## config.mk

```make
export PLATFORM = sky130hd
export DESIGN_NAME = vector_feeder
export DESIGN_NICKNAME = d
export VERILOG_FILES = /design/src/rtl/vector_feeder.sv
export SDC_FILE = /design/constraint.sdc
export NUM_CORES = 1
export LEC_CHECK = 0
export ABC_AREA = 1
export CORE_MARGIN = 3
export CORE_UTILIZATION = 55
export CTS_CLUSTER_SIZE = 12
export DETAILED_ROUTE_END_ITERATION = 8
export PLACE_DENSITY = 0.81
export SLEW_MARGIN = 20
export SYNTH_ARGS = -nofsm -noshare
export SYNTH_HDL_FRONTEND = slang
export SYNTH_SLANG_ARGS = --single-unit
```

## constraint.sdc

```tcl
create_clock -name clk_i -period 6.8 [get_ports clk_i]
set_input_delay 1.02 -clock clk_i [delete_from_list [all_inputs] [get_ports clk_i]]
set_output_delay 1.02 -clock clk_i [all_outputs]
set_load 0.03 [all_outputs]
```

## src/rtl/vector_feeder.sv

```systemverilog
// vector_feeder: CSR-started DMA that streams memory words into an accelerator and captures its result.
// Optional interrupt output and CSR 2 bit2 status are built only when FEEDER_IRQ_EN is defined.
module vector_feeder #(
    parameter int ACC_DRAIN  = 7,
    parameter int ACC_RD_LAT = 6
) (
    input  logic        clk_i,
    input  logic        reset_i,
    input  logic [1:0]  csr_address_i,
    input  logic        csr_write_i,
    input  logic        csr_read_i,
    input  logic [31:0] csr_writedata_i,
    output logic [31:0] csr_readdata_o,
    output logic [31:0] mem_address_o,
    output logic        mem_read_o,
    input  logic        mem_waitrequest_i,
    input  logic [31:0] mem_readdata_i,
    input  logic        mem_readdatavalid_i,
    output logic        acc_address_o,
    output logic        acc_write_o,
    output logic        acc_read_o,
    output logic [31:0] acc_writedata_o,
    input  logic [31:0] acc_readdata_i
`ifdef FEEDER_IRQ_EN
    ,
    output logic        irq_o
`endif
);
    typedef enum logic [3:0] {IDLE, CLEAR, FETCH, WAIT_DATA, PUSH, DRAIN, RD_REQ, RD_WAIT, DONE} state_t;
    localparam logic [31:0] DRAIN_LAST = 32'(ACC_DRAIN - 1);
    localparam logic [31:0] RD_LAST    = 32'(ACC_RD_LAT);
    state_t      state_q, state_d;
    logic [31:0] base_q, base_d, len_q, len_d, idx_q, idx_d;
    logic [31:0] result_q, result_d, data_q, data_d, cnt_q, cnt_d;
    logic        done_q, done_d;
    logic        busy, ctrl_wr, start;
    logic [31:0] status;
    assign busy    = state_q != IDLE;
    assign ctrl_wr = csr_write_i && csr_address_i == 2'd2;
    assign start   = ctrl_wr && csr_writedata_i[0] && !busy;
`ifdef FEEDER_IRQ_EN
    logic irq_q, irq_d;
    assign irq_o  = irq_q;
    assign status = {29'b0, irq_q, done_q, busy};
    assign irq_d  = state_q == DONE || (irq_q && !(ctrl_wr && csr_writedata_i[1]));
`else
    assign status = {30'b0, done_q, busy};
`endif
    always_comb begin
        state_d  = state_q;
        base_d   = base_q;
        len_d    = len_q;
        idx_d    = idx_q;
        result_d = result_q;
        data_d   = data_q;
        cnt_d    = cnt_q;
        done_d   = done_q;
        if (!busy && csr_write_i && csr_address_i == 2'd0) base_d = csr_writedata_i;
        if (!busy && csr_write_i && csr_address_i == 2'd1) len_d = csr_writedata_i;
        if (start) done_d = 1'b0;
`ifdef FEEDER_IRQ_EN
        if (ctrl_wr && csr_writedata_i[1]) done_d = 1'b0;
`endif
        case (state_q)
            IDLE:      state_d = start ? CLEAR : IDLE;
            CLEAR: begin
                idx_d    = '0;
                state_d  = len_q != 0 ? FETCH : DONE;
                result_d = len_q != 0 ? result_q : '0;
            end
            FETCH:     state_d = mem_waitrequest_i ? FETCH : WAIT_DATA;
            WAIT_DATA: begin
                data_d  = mem_readdatavalid_i ? mem_readdata_i : data_q;
                state_d = mem_readdatavalid_i ? PUSH : WAIT_DATA;
            end
            PUSH: begin
                idx_d   = idx_q + 32'd1;
                cnt_d   = '0;
                state_d = idx_q + 32'd1 < len_q ? FETCH : DRAIN;
            end
            DRAIN: begin
                cnt_d   = cnt_q + 32'd1;
                state_d = cnt_q == DRAIN_LAST ? RD_REQ : DRAIN;
            end
            // cnt_q equals the number of cycles elapsed since the RD_REQ cycle
            RD_REQ: begin
                cnt_d   = 32'd1;
                state_d = RD_WAIT;
            end
            RD_WAIT: begin
                cnt_d    = cnt_q + 32'd1;
                result_d = cnt_q == RD_LAST ? acc_readdata_i : result_q;
                state_d  = cnt_q == RD_LAST ? DONE : RD_WAIT;
            end
            DONE: begin
                done_d  = 1'b1;
                state_d = IDLE;
            end
            default:   state_d = IDLE;
        endcase
    end
    always_ff @(posedge clk_i or posedge reset_i) begin
        if (reset_i) begin
            state_q  <= IDLE;
            base_q   <= '0;
            len_q    <= '0;
            idx_q    <= '0;
            result_q <= '0;
            data_q   <= '0;
            cnt_q    <= '0;
            done_q   <= 1'b0;
`ifdef FEEDER_IRQ_EN
            irq_q    <= 1'b0;
`endif
        end else begin
            state_q  <= state_d;
            base_q   <= base_d;
            len_q    <= len_d;
            idx_q    <= idx_d;
            result_q <= result_d;
            data_q   <= data_d;
            cnt_q    <= cnt_d;
            done_q   <= done_d;
`ifdef FEEDER_IRQ_EN
            irq_q    <= irq_d;
`endif
        end
    end
    assign mem_read_o      = state_q == FETCH;
    assign mem_address_o   = mem_read_o ? base_q + (idx_q << 2) : '0;
    assign acc_write_o     = state_q == CLEAR || state_q == PUSH;
    assign acc_read_o      = state_q == RD_REQ;
    assign acc_address_o   = state_q == CLEAR || acc_read_o;
    assign acc_writedata_o = state_q == PUSH ? data_q : '0;
    assign csr_readdata_o  = !csr_read_i ? '0 :
                             csr_address_i == 2'd0 ? base_q :
                             csr_address_i == 2'd1 ? len_q :
                             csr_address_i == 2'd2 ? status : result_q;
endmodule

```

# Yosys cells after proc, flatten, opt, wreduce, memory -nomap -nowiden
# Index checks and enable logic that the tools add are counted.
[word_totals]
regBits = 197
inputBits = 104
[classes]
addsub = 3
magnitude_cmp = 1
eq_ne = 13
muxes = 21
reduce_logical = 20
[op_table]
columns = ["cell", "count"]
rows = [
  ["$mux W32", 8],
  ["$pmux W32 S2", 2],
  ["$pmux W32 S3", 1],
  ["$add A32 B1 Y32 const B", 2],
  ["$add A32 B32 Y32", 1],
  ["$eq A32 B3 Y1 const B", 1],
  ["$lt A32 B32 Y1", 1],
  ["$pmux W4 S8", 1],
  ["$reduce_bool A32 Y1", 1],
  ["$eq A4 B3 Y1 const B", 4],
  ["$eq A4 B2 Y1 const B", 2],
  ["$mux W4", 2],
  ["$logic_and A1 B1 Y1", 6],
  ["$mux W3", 2],
  ["$reduce_bool A2 Y1", 3],
  ["$eq A4 B1 Y1 const B", 1],
  ["$eq A4 B4 Y1 const B", 1],
  ["$logic_not A4 Y1", 1],
  ["$mux W1", 4],
  ["$ne A2 B2 Y1 const B", 2],
  ["$reduce_bool A4 Y1", 1],
  ["$reduce_and A3 Y1", 1],
  ["$reduce_bool A3 Y1", 1],
  ["$eq A2 B1 Y1 const B", 1],
  ["other kinds (7)", 8],
]

# Depth between registers and ports, before layout
[depth]
word_depth = 6
ltp_mapped = 21

# Worst setup path before layout
# No wires, ideal clock.
[synth_path]
path_kind = "register to output"
startpoint = "register idx_q[0]"
endpoint = "output port mem_address_o[18]"
arrival_time_ns = 2.378
required_time_ns = 5.780
path_slack_ns = 3.402
stages_incl_launch_ff = 11
n_path_buf = 0
path_cell_list = "dfrtp_1 ha_1 fa_1 nand3_1 nand3_1 nand2_1 nand2_1 nand3_1 nand2_1 nand2_1 nor3b_1"
[synth_via]
elab_chain_cells = 2
[synth_rtl]
columns = ["item", "line_no", "text"]
rows = [
  ["start: declaration", "33", "logic [31:0] base_q, base_d, len_q, len_d, idx_q, idx_d;"],
  ["start signal: assignment", "119", "idx_q <= idx_d;"],
  ["$add A32 B32 Y32", "130", "assign mem_address_o = mem_read_o ? base_q + (idx_q << 2) : '0;"],
  ["$mux W32", "130", ""],
  ["end: declaration", "14", "output logic [31:0] mem_address_o,"],
]
# No other way between the ends.

# Worst setup path in the final report
[layout_path]
startpoint = "input port csr_address_i[0]"
endpoint = "output port csr_readdata_o[25]"
[layout_via]
elab_chain_cells = 5
[layout_rtl]
columns = ["item", "line_no", "text"]
rows = [
  ["start: declaration", "9", "input logic [1:0] csr_address_i,"],
  ["$eq A2 B2 Y1", "138", "csr_address_i == 2'd2 ? status : result_q;"],
  ["$mux W32", "138", ""],
  ["$mux W32", "137", "csr_address_i == 2'd1 ? len_q :"],
  ["$mux W32 *", "136", "csr_address_i == 2'd0 ? base_q :"],
  ["$mux W32 *", "135", "assign csr_readdata_o = !csr_read_i ? '0 :"],
  ["end: declaration", "13", "output logic [31:0] csr_readdata_o,"],
]
# Every way passes the cells marked *; elsewhere a longest branch is shown, timed or not.

==> results.cfg <==
[clocking]
clk_path_buf_depth = 2
insertion_delay_ps = 440
holdBufCountCts = 0
cts_resized = 0
clock_tree.htree_level_count = 4
cts_made_buffers = 17
clock_sink_count = 197
clk_transition_reported_paths_ps = 80
tritoncts = built
post_cts_buffers = 0
ctsRootBufferMaster = clkbuf_16

[worst_setup_path]
crit_chain = clkdlybuf4s50_1 > clkinv_1 > buf_4 > nand2_1 > inv_1 > nand2_1 > a21oi_1 > clkdlybuf4s50_1
crit-reg2reg-launch = idx_q[1]
crit_path_max_fanout = 34
longest_individual_stage_delay_on_the_worst_path_ps = 780
critical_path.slowest_cell = inv_1
critical_path_arrival_ps = 3870
required_time_of_the_worst_setup_path_ps = 5780
timing.rr.end = state_q[2]
worstRegToRegCells = 18
r2r_slack_ps = 3340
endpoint_kind = output pin
critical_path.startpoint_type = input port
critical_path_class = input port to output pin

[detailed_routing]
detailed_routing_iteration_count_for_the_pre_antenna_repair_pass = 6
route.detailed.vias_per_inst = 5.470
routed_wl_mm = 41.63
drt.antenna.violating_nets = 0
via_count = 13490
first_iter_violations = 1247
drt_drc_violations_left = 0
routedWlPerCell_um = 16.87

[layout]
final_layout_size_suffix_gt1_share_pct = 3.543
syn2layout_area_growth_pct = 21.47
layout.cells.most_common_list = 480 x nand2_1, 295 x inv_1, 222 x nor2_1
ff_latch_area_sq_um = 4930
layout_commonest_cell = nand2_1
layout.filler_cells = 2052
final_net_count = 2300
multi_input_area_sq_um = 6943
final-instance-count-excl-fill = 2467

[logic_synthesis]
synth_area_per_cell_sq_um = 6.781
yosys_most_used_dff = dfrtp_1
synthCells = 1963
synthesis.yosys.warnings = 0
postSynthRegisterBits = 197
synth_fp_nets = 2131
netlist_area_sq_um = 13310
postSynth.asyncResetShare_pct = 100.0
synth_edf_count = 0
ys_types = 44
ys_seq_area_share_pct = 37.03

[placed_design]
hpwl_mm = 32.14
gp_congestion = 0.9768
placed_cells = 2432
placement.io_buffers = 203

[power]
cellPowerDensity_nw_per_um2 = 295.0
power.switching_mw = 2.096
power.static_leakage_nw = 8.033
comb_power_share_pct = 39.8
ir_drop_uv = 152.9
p_seq_share_pct = 37.8
total_power_mw = 4.770
internal-power_mw = 2.674
clock_power_share_pct = 22.4
switching_share_pct = 43.95

[grt]
grt_antenna_before_repair = 3
grt_start_max_net_pins = 132
first_global_vias = 12780
total_grt_usage_pct = 31.63
remaining_global_route_overflow = 0
grt_pass1_wl_mm = 66.15

[floorplanning]
initial_utilization_pct = 56.37
chipWidth_um = 161.6
design.die.area_sq_um = 26100
design.core.area_sq_um = 23610
die_height_um = 161.6
io_pins = 204
fp-row-count = 56

[flow_run]
max_cap_viol_count = 0

[sta]
setup_repair_after_global_routing_missed_its_margin = no
worst_slew_margin_rel_pct = 30.16
clock_skew_ps = 13.46
timing.final.setup_violations = 0
finalSetupTns_ps = 0
number_of_max_slew_violations_in_the_final_report = 0
final_min_period_over_clock_period_pct = 71.92
fmax_mhz = 204.5
hold_fails_final_rpt = 0
final_period_minus_worst_setup_slack_ps = 4891
worstMarginPinSlew_ps = 1046

[run_status]
run_status = completed

[hold_path]
min_delay_startpoint = data_q[0]
holdPathEnd = data_q[0]
worstHoldPathType = flip-flop to flip-flop
hold_depth = 2
## worst max-delay path by stage
stage | startpoint | endpoint | slack (ps) | cells past startpoint
after floorplan | reset_i | base_q[0] | 410 | 1
after global placement | csr_address_i[0] | csr_readdata_o[31] | 2180 | 10
after detailed placement | csr_address_i[0] | csr_readdata_o[25] | 2020 | 8
after CTS | csr_address_i[0] | csr_readdata_o[25] | 2010 | 8
after global routing | csr_address_i[0] | csr_readdata_o[21] | 1690 | 8
final | csr_address_i[0] | csr_readdata_o[25] | 1910 | 8
## state kept, by name, summed over array words and instances (netlist names)
signal,count
done_q,1
base_q,32
len_q,32
data_q,32
state_q,4
cnt_q,32
result_q,32
idx_q,32
## Yosys cell counts, types with 2 or more instances
cell | count | area [sq um]
a21o_1 | 5 | 37.54
a21oi_1 | 150 | 750.7
a22o_1 | 3 | 26.28
and2_1 | 7 | 43.79
buf_1 | 7 | 26.28
buf_2 | 9 | 45.04
buf_4 | 2 | 15.01
buf_6 | 4 | 45.04
clkbuf_1 | 37 | 138.9
dfrtp_1 | 197 | 4930
ha_1 | 63 | 788.3
inv_1 | 296 | 1111
inv_2 | 19 | 71.32
nand2_1 | 481 | 1805
nand2_2 | 2 | 12.51
nand3_1 | 105 | 525.5
nand3b_1 | 5 | 37.54
nand4_1 | 32 | 200.2
nor2_1 | 222 | 833.3
nor2_2 | 5 | 31.28
nor2_4 | 2 | 22.52
nor3_1 | 44 | 220.2
o21a_1 | 2 | 15.01
o21ai_0 | 102 | 510.5
o21ai_1 | 86 | 430.4
o21bai_1 | 4 | 30.03
o22ai_1 | 16 | 100.1
or2_2 | 2 | 12.51
xnor2_1 | 2 | 17.52
xor2_1 | 38 | 332.8
## logic make-up after synthesis
group	synth area share (%)
AOI/OAI and AO/OA	14.53
xor gates and xnor gates	2.632
adders and majority gates	6.072
buffers and inverters	10.94
DFF	37.03
and+or+nand+nor	28.79
## critical path, delay by kind of cell
family                 cells  cell delay [ps]
and+or+nand+nor            2              290
buffers and inverters      5             2320
AOI/OAI and AO/OA          1              210
## layer usage
layer / up-vias / GRT usage, % / wire (um)
met4: 0 / 14.08 / 1943
met1: 6224 / 40.50 / 16950
met5: - / 0 / 0
met2: 535 / 53.57 / 20160
met3: 102 / 4.360 / 2574
li1: 6633 / - / -
## power groups by stage
stage,registers [mW],clock network (mW),logic [mW]
3_5_place_dp,1.82,0,1.88
4_1_cts,1.80,1.08,1.89
2_1_floorplan,1.65,0,1.27
5_1_grt,1.82,1.13,2.10
6_report,1.80,1.07,1.90
3_3_place_gp,1.82,0,1.83
## cell type report
cell class                 instances  area share (%)
multi-input combinational       1391           42.94
sequential                       197           30.49
timing repair buffer             209           12.81
inverter                         316           7.382
clock buffer                      18           2.716
tap                              319           2.468
clock inverter                    14           1.145
antenna                            3         0.04643
## metrics by stage
| stage | hold slack (ps) | util (%) | cell area [sq um] | setup WS, ps |
|---|---|---|---|---|
| global route | 532.7 | 68.48 | 16170 | 1692 |
| floorplan | 469.2 | - | 13310 | 411.0 |
| finish | 515.1 | 68.48 | 16170 | 1909 |
| detailed placement | 500.5 | 65.76 | 15530 | 2019 |
| global placement | 489.7 | 65.76 | 15530 | 2178 |
| CTS | 518.2 | 68.40 | 16150 | 2006 |
(Power assumes the default switching activity.)
